===== src/rtl/imem_arbiter_pkg.sv =====
// Shared CPU definitions: arbiter state encoding and instruction-memory defaults.
package cpu_defs;

  localparam int IMEM_ADDR_W  = 16;
  localparam int IMEM_DATA_W  = 16;
  localparam int IMEM_DEPTH   = 4096;
  localparam int IMEM_TIMEOUT = 1024;

  typedef enum logic [1:0] {
    ST_RUN     = 2'd0,
    ST_LOAD    = 2'd1,
    ST_FLUSH   = 2'd2,
    ST_RESTART = 2'd3
  } arb_state_e;

  // Bits needed to count from 0 up to timeout-1.
  function automatic int timer_width(input int timeout);
    return (timeout < 3) ? 1 : $clog2(timeout);
  endfunction

endpackage


===== src/rtl/imem_arbiter_if.sv =====
// Bundle of fetch, loader, debug, CPU-control and memory-port signals around the arbiter.
interface imem_arbiter_if import cpu_defs::*; #(
  parameter int ADDR_W = IMEM_ADDR_W,
  parameter int DATA_W = IMEM_DATA_W
);

  logic [ADDR_W-1:0] fetch_addr;
  logic [DATA_W-1:0] fetch_inst;
  logic              fetch_stall;
  logic              ld_valid;
  logic              ld_ready;
  logic [ADDR_W-1:0] ld_addr;
  logic [DATA_W-1:0] ld_data;
  logic              ld_last;
  logic              ld_err;
  logic [ADDR_W-1:0] ld_count;
  logic              dbg_req;
  logic [ADDR_W-1:0] dbg_addr;
  logic              dbg_ack;
  logic [DATA_W-1:0] dbg_data;
  logic              cpu_hold;
  logic              cpu_restart;
  logic [ADDR_W-1:0] mem_addr;
  logic [DATA_W-1:0] mem_wdata;
  logic              mem_wren;
  logic [DATA_W-1:0] mem_rdata;

  modport slave (
    input  fetch_addr, ld_valid, ld_addr, ld_data, ld_last, dbg_req, dbg_addr, mem_rdata,
    output fetch_inst, fetch_stall, ld_ready, ld_err, ld_count, dbg_ack, dbg_data,
           cpu_hold, cpu_restart, mem_addr, mem_wdata, mem_wren
  );

  modport master (
    output fetch_addr, ld_valid, ld_addr, ld_data, ld_last, dbg_req, dbg_addr, mem_rdata,
    input  fetch_inst, fetch_stall, ld_ready, ld_err, ld_count, dbg_ack, dbg_data,
           cpu_hold, cpu_restart, mem_addr, mem_wdata, mem_wren
  );

endinterface


===== src/rtl/imem_arbiter_load_timer.sv =====
// Idle-cycle counter for program loads; expired holds once TIMEOUT-1 idle cycles are counted.
module imem_load_timer import cpu_defs::*; #(
  parameter int TIMEOUT = IMEM_TIMEOUT
) (
  input  logic clk,
  input  logic rst,
  input  logic clear,
  output logic expired
);

  localparam int CW = timer_width(TIMEOUT);

  logic [CW-1:0] count_reg;

  assign expired = (count_reg == CW'(TIMEOUT - 1));

  always_ff @(posedge clk) begin
    if (rst || clear) begin
      count_reg <= '0;
    end else if (!expired) begin
      count_reg <= count_reg + 1'b1;
    end
  end

endmodule


===== src/rtl/imem_arbiter.sv =====
// Single-port instruction memory arbiter: fetch, debug reads and sequenced program loads.
module imem_arbiter import cpu_defs::*; #(
  parameter int ADDR_W  = IMEM_ADDR_W,
  parameter int DATA_W  = IMEM_DATA_W,
  parameter int DEPTH   = IMEM_DEPTH,
  parameter int TIMEOUT = IMEM_TIMEOUT
) (
  input logic          clk,
  input logic          rst,
  imem_arbiter_if.slave bus
);

  arb_state_e        state_reg;
  logic              cpu_hold_reg;
  logic              cpu_restart_reg;
  logic              dbg_ack_reg;
  logic [DATA_W-1:0] dbg_data_reg;
  logic              ld_err_reg;
  logic [ADDR_W-1:0] ld_count_reg;

  logic in_range;
  logic dbg_issue;
  logic timer_clear;
  logic timer_expired;

  assign in_range    = (32'(bus.ld_addr) < 32'(DEPTH));
  // The ack cycle never issues a new read, so debug reads are at most one per two cycles.
  assign dbg_issue   = (state_reg == ST_RUN) && !bus.ld_valid && bus.dbg_req && !dbg_ack_reg;
  assign timer_clear = (state_reg != ST_LOAD) || bus.ld_valid;

  imem_load_timer #(.TIMEOUT(TIMEOUT)) u_timer (
    .clk     (clk),
    .rst     (rst),
    .clear   (timer_clear),
    .expired (timer_expired)
  );

  assign bus.fetch_inst  = rst ? '0 : bus.mem_rdata;
  assign bus.cpu_hold    = cpu_hold_reg;
  assign bus.cpu_restart = cpu_restart_reg;
  assign bus.dbg_ack     = dbg_ack_reg;
  assign bus.dbg_data    = dbg_ack_reg ? bus.mem_rdata : dbg_data_reg;
  assign bus.ld_err      = ld_err_reg;
  assign bus.ld_count    = ld_count_reg;

  always_comb begin
    bus.mem_addr    = '0;
    bus.mem_wdata   = '0;
    bus.mem_wren    = 1'b0;
    bus.fetch_stall = 1'b1;
    bus.ld_ready    = 1'b0;
    if (!rst) begin
      case (state_reg)
        ST_RUN: begin
          bus.mem_addr    = dbg_issue ? bus.dbg_addr : bus.fetch_addr;
          bus.fetch_stall = bus.ld_valid || dbg_issue;
        end
        ST_LOAD: begin
          bus.mem_addr  = bus.ld_addr;
          bus.mem_wdata = bus.ld_data;
          bus.mem_wren  = bus.ld_valid && in_range;
          bus.ld_ready  = 1'b1;
        end
        ST_RESTART: begin
          bus.fetch_stall = 1'b0;
        end
        default: begin
        end
      endcase
    end
  end

  always_ff @(posedge clk) begin
    if (rst) begin
      state_reg       <= ST_RUN;
      cpu_hold_reg    <= 1'b0;
      cpu_restart_reg <= 1'b0;
      dbg_ack_reg     <= 1'b0;
      dbg_data_reg    <= '0;
      ld_err_reg      <= 1'b0;
      ld_count_reg    <= '0;
    end else begin
      cpu_restart_reg <= 1'b0;
      dbg_ack_reg     <= 1'b0;
      if (dbg_ack_reg) begin
        dbg_data_reg <= bus.mem_rdata;
      end
      case (state_reg)
        ST_RUN: begin
          if (bus.ld_valid) begin
            state_reg    <= ST_LOAD;
            cpu_hold_reg <= 1'b1;
            ld_count_reg <= '0;
          end else if (dbg_issue) begin
            dbg_ack_reg <= 1'b1;
          end
        end
        ST_LOAD: begin
          if (bus.ld_valid) begin
            if (!in_range) begin
              ld_err_reg <= 1'b1;
            end else if (ld_count_reg != '1) begin
              ld_count_reg <= ld_count_reg + 1'b1;
            end
            if (bus.ld_last) begin
              state_reg <= ST_FLUSH;
            end
          end else if (timer_expired) begin
            ld_err_reg <= 1'b1;
            state_reg  <= ST_FLUSH;
          end
        end
        // Word 0 is read during FLUSH so it is on mem_rdata in RESTART.
        ST_FLUSH: begin
          state_reg       <= ST_RESTART;
          cpu_hold_reg    <= 1'b0;
          cpu_restart_reg <= 1'b1;
        end
        default: begin
          state_reg <= ST_RUN;
        end
      endcase
    end
  end

endmodule

===== src/flat_wrapper.sv =====
// flat-port wrapper written by rule: the top's interface ports become plain ports
module imem_arbiter_flat import cpu_defs::*;
#(
  parameter int ADDR_W  = IMEM_ADDR_W,
  parameter int DATA_W  = IMEM_DATA_W,
  parameter int DEPTH   = IMEM_DEPTH,
  parameter int TIMEOUT = IMEM_TIMEOUT
)
  (clk, rst, bus_fetch_addr, bus_ld_valid, bus_ld_addr, bus_ld_data, bus_ld_last, bus_dbg_req, bus_dbg_addr, bus_mem_rdata, bus_fetch_inst, bus_fetch_stall, bus_ld_ready, bus_ld_err, bus_ld_count, bus_dbg_ack, bus_dbg_data, bus_cpu_hold, bus_cpu_restart, bus_mem_addr, bus_mem_wdata, bus_mem_wren);
  imem_arbiter_if #(.ADDR_W(ADDR_W), .DATA_W(DATA_W)) bus_i ();
  input logic clk;
  input logic rst;
  input wire logic [$bits(bus_i.fetch_addr)-1:0] bus_fetch_addr;
  input wire logic [$bits(bus_i.ld_valid)-1:0] bus_ld_valid;
  input wire logic [$bits(bus_i.ld_addr)-1:0] bus_ld_addr;
  input wire logic [$bits(bus_i.ld_data)-1:0] bus_ld_data;
  input wire logic [$bits(bus_i.ld_last)-1:0] bus_ld_last;
  input wire logic [$bits(bus_i.dbg_req)-1:0] bus_dbg_req;
  input wire logic [$bits(bus_i.dbg_addr)-1:0] bus_dbg_addr;
  input wire logic [$bits(bus_i.mem_rdata)-1:0] bus_mem_rdata;
  output wire logic [$bits(bus_i.fetch_inst)-1:0] bus_fetch_inst;
  output wire logic [$bits(bus_i.fetch_stall)-1:0] bus_fetch_stall;
  output wire logic [$bits(bus_i.ld_ready)-1:0] bus_ld_ready;
  output wire logic [$bits(bus_i.ld_err)-1:0] bus_ld_err;
  output wire logic [$bits(bus_i.ld_count)-1:0] bus_ld_count;
  output wire logic [$bits(bus_i.dbg_ack)-1:0] bus_dbg_ack;
  output wire logic [$bits(bus_i.dbg_data)-1:0] bus_dbg_data;
  output wire logic [$bits(bus_i.cpu_hold)-1:0] bus_cpu_hold;
  output wire logic [$bits(bus_i.cpu_restart)-1:0] bus_cpu_restart;
  output wire logic [$bits(bus_i.mem_addr)-1:0] bus_mem_addr;
  output wire logic [$bits(bus_i.mem_wdata)-1:0] bus_mem_wdata;
  output wire logic [$bits(bus_i.mem_wren)-1:0] bus_mem_wren;
  assign bus_i.fetch_addr = bus_fetch_addr;
  assign bus_i.ld_valid = bus_ld_valid;
  assign bus_i.ld_addr = bus_ld_addr;
  assign bus_i.ld_data = bus_ld_data;
  assign bus_i.ld_last = bus_ld_last;
  assign bus_i.dbg_req = bus_dbg_req;
  assign bus_i.dbg_addr = bus_dbg_addr;
  assign bus_i.mem_rdata = bus_mem_rdata;
  assign bus_fetch_inst = bus_i.fetch_inst;
  assign bus_fetch_stall = bus_i.fetch_stall;
  assign bus_ld_ready = bus_i.ld_ready;
  assign bus_ld_err = bus_i.ld_err;
  assign bus_ld_count = bus_i.ld_count;
  assign bus_dbg_ack = bus_i.dbg_ack;
  assign bus_dbg_data = bus_i.dbg_data;
  assign bus_cpu_hold = bus_i.cpu_hold;
  assign bus_cpu_restart = bus_i.cpu_restart;
  assign bus_mem_addr = bus_i.mem_addr;
  assign bus_mem_wdata = bus_i.mem_wdata;
  assign bus_mem_wren = bus_i.mem_wren;
  imem_arbiter #(.ADDR_W(ADDR_W), .DATA_W(DATA_W), .DEPTH(DEPTH), .TIMEOUT(TIMEOUT)) u_core (.clk(clk), .rst(rst), .bus(bus_i));
endmodule

===== config.mk =====
export PLATFORM = sky130hd
export DESIGN_NAME = imem_arbiter_flat
export DESIGN_NICKNAME = d
export VERILOG_FILES = /design/src/rtl/imem_arbiter_pkg.sv /design/src/rtl/imem_arbiter_if.sv /design/src/rtl/imem_arbiter_load_timer.sv /design/src/rtl/imem_arbiter.sv /design/src/flat_wrapper.sv
export SDC_FILE = /design/constraint.sdc
export NUM_CORES = 1
export LEC_CHECK = 0
export CAP_MARGIN = 20
export CELL_PAD_IN_SITES_DETAIL_PLACEMENT = 0
export CELL_PAD_IN_SITES_GLOBAL_PLACEMENT = 1
export CORE_ASPECT_RATIO = 0.5
export CORE_MARGIN = 1.5
export CORE_UTILIZATION = 28
export CTS_BUF_LIST = sky130_fd_sc_hd__clkbuf_4 sky130_fd_sc_hd__clkbuf_8 sky130_fd_sc_hd__clkbuf_16
export DETAILED_ROUTE_END_ITERATION = 10
export PLACE_DENSITY = 0.81
export SLEW_MARGIN = 15
export SYNTH_ARGS = -nofsm -noshare
export SYNTH_HDL_FRONTEND = slang
export SYNTH_SLANG_ARGS = --single-unit

===== constraint.sdc =====
create_clock -name clk -period 5.29 [get_ports clk]
set_input_delay 1.058 -clock clk [delete_from_list [all_inputs] [get_ports clk]]
set_output_delay 1.058 -clock clk [all_outputs]
set_load 0.01 [all_outputs]

==> flow_summary.yaml <==
worst_setup_path:
  arrival_ns: 3.22
  reg2reg_depth: 5
  worstPathMaxFanout: 25
  path_class: "in -> out"
  worstPathRequired_ns: 4.23
  start_kind: "primary input"
  worst_setup_path_end_kind: "output port"
yosys:
  syn_inst: 371
  syn_area_um2: 2970
  synth_top_cell_by_area: "dfxtp_1"
  async_flop_share: 0
  netlist.area_leader.share: 0.323
  synth-seq-cells: 48
  synth_ff_type: "dfxtp_1"
  synth-seq-area-share: 0.323
  ys_top_cells_by_area: "dfxtp_1, and2_1, mux2_2, mux2i_1, nor2b_1"
  netlist-cell-type-count: 48
  synth.avg_cell_area_um2: 8.02
  yosys_warnings: 0
  syn_nets: 462
  synth-edff-count: 0
clock_tree:
  cts_sinks: 48
  post-cts-setup-buffers: 0
  cts_buffers: 5
  cts_tree: "built"
  cts_max_level: 2
  ctsResizeCount: 0
  max-clock-path-buffers: 2
  ctsHoldBuffers: 0
  clk_pin_slew_ns: 0.06
  cts_root_buffer: "clkbuf_16"
  clk_latency_ns: 0.29
die:
  io_pins: 172
  placementRows: 26
  floorplan.initialDensity: 0.289
  fp.dieArea_um2: 11300
  core-area_um2: 10300
  die_x_um: 149
  die_h_um: 75.9
final_layout:
  layout_common_cells: "clkdlybuf4s50_1, dfxtp_1, and2_1"
  num_antenna_cells: 0
  instances_no_fill: 674
  area_delta_synth_final_pct: 67.0
  fin_nets: 624
  drive_gt1_frac: 0.0712
  layout_commonest_cell: "clkdlybuf4s50_1"
placed_design:
  pre_cts_slack_ns: 1.01
  io_buffers: 171
  place_inst: 666
  globalplace.congestion: 0.780
  dp_hpwl_um: 7260
pwr:
  p_per_area_nw_per_um2: 275
  leakagePower_nw: 1.70
  ir_drop_uv: 106
  power_mw: 1.37
grt:
  grt_pass1_vias: 2934
  grtUsageTotal: 0.167
  met3_usage: 0.0287
  grt_max_degree: 26
  grt_overflow_total: 0
  use_met1: 0.227
  grt_pass1_wl_um: 15100
  busiest_layer: "met2"
  antenna_found_initial: 0
  met2_usage: 0.284
hold_path:
  hold_path_class: "reg -> reg"
  holdPathStages: 2
routing:
  drt-pass1-iter-count: 4
  drtIter0Drc: 107
  routed_wl_um: 9560
  wire_per_inst_um: 14.2
  drc: 0
  vias_per_cell: 4.80
  vias: 3238
  antenna_left: 0
timing:
  hold_ws_ns: 0.486
  hold_viol: 0
  finalCritPeriodShare: 0.808
  slew_headroom: 0.425
  final.setup.tns_ns: 0
  period_minus_slack_ns: 4.28
  rsz0062_at_grt: "false"
  skew_ns: 0.00730
  worstMarginPinSlew_ns: 0.857
  setup_viol: 0
  slew_viol_final: 0
  layout_setup_ws_ns: 1.01
  max_freq_mhz: 234
flow_run:
  cap_viol_max_count: 0
status:
  status: "complete, no violations"
critical path, cell delays in order:
cell	delay, ns
clkdlybuf4s50_1	0.70
nor2b_2	0.24
buf_4	0.27
and3_1	0.19
buf_4	0.19
clkdlybuf4s50_1	0.56
routing by layer:
metal	routed length, µm	share of wire
met1	4550	0.48
met2	4600	0.48
met3	323	0.034
met4	82	0.0086
met5	0	0
logic make-up after synthesis:
kind of cell,Yosys count,synth area share
AO/OA/AOI/OAI,72,0.154
flip-flops,48,0.323
AND/OR/NAND/NOR,174,0.321
buffers and inverters,35,0.0505
XOR/XNOR,3,0.00884
adder cells (fa/ha/maj),6,0.0252
multiplexers,33,0.118
cell type report:
class                           instances  area (µm²)
Multi-Input combinational cell        288        1870
Clock buffer                            6         139
Fill cell                            1028        5310
Inverter                               12        45.0
Sequential cell                        48         961
Clock inverter                          2        15.0
Timing Repair Buffer                  178        1760
Tap cell                              140         175
Yosys cell counts, types with 2 or more instances:
| cell type | number |
|---|---|
| ha_1 | 6 |
| inv_1 | 11 |
| nor2_1 | 23 |
| xnor2_1 | 3 |
| o31ai_1 | 3 |
| nand2b_1 | 6 |
| buf_2 | 6 |
| or4_1 | 3 |
| nor2b_1 | 21 |
| a311oi_1 | 2 |
| and2_1 | 35 |
| clkbuf_1 | 14 |
| and3_1 | 2 |
| a21oi_1 | 6 |
| dfxtp_1 | 48 |
| o22ai_1 | 2 |
| or3_1 | 2 |
| mux2i_1 | 17 |
| o21ai_0 | 6 |
| nor3_1 | 11 |
| nand4_1 | 10 |
| o21ai_1 | 21 |
| nand2_1 | 30 |
| nor4_1 | 9 |
| a211oi_1 | 4 |
| mux2_2 | 16 |
| a31oi_1 | 20 |
| nand3_1 | 14 |
report_power, final:
part | switching, mW | internal, mW
sequential | 0.0190 | 0.385
combinational | 0.290 | 0.342
clock | 0.143 | 0.188
total | 0.451 | 0.915
worst paths after layout:
check                         start                 endpoint  slack [ns]
max                             rst             bus_mem_wren        1.01
min               u_core.bus.ld_err        u_core.bus.ld_err        0.49
max reg2reg  u_core.bus.ld_count[0]  u_core.bus.ld_count[13]        2.97
min reg2reg       u_core.bus.ld_err        u_core.bus.ld_err        0.49
stage by stage:
stage,area (µm²),utilization
after global placement,4810,0.468
after global routing,4970,0.483
after floorplan,2970,-
after CTS,4970,0.483
final,4970,0.483
after detailed placement,4810,0.468
Note: power is estimated with default switching activity, not from simulation.
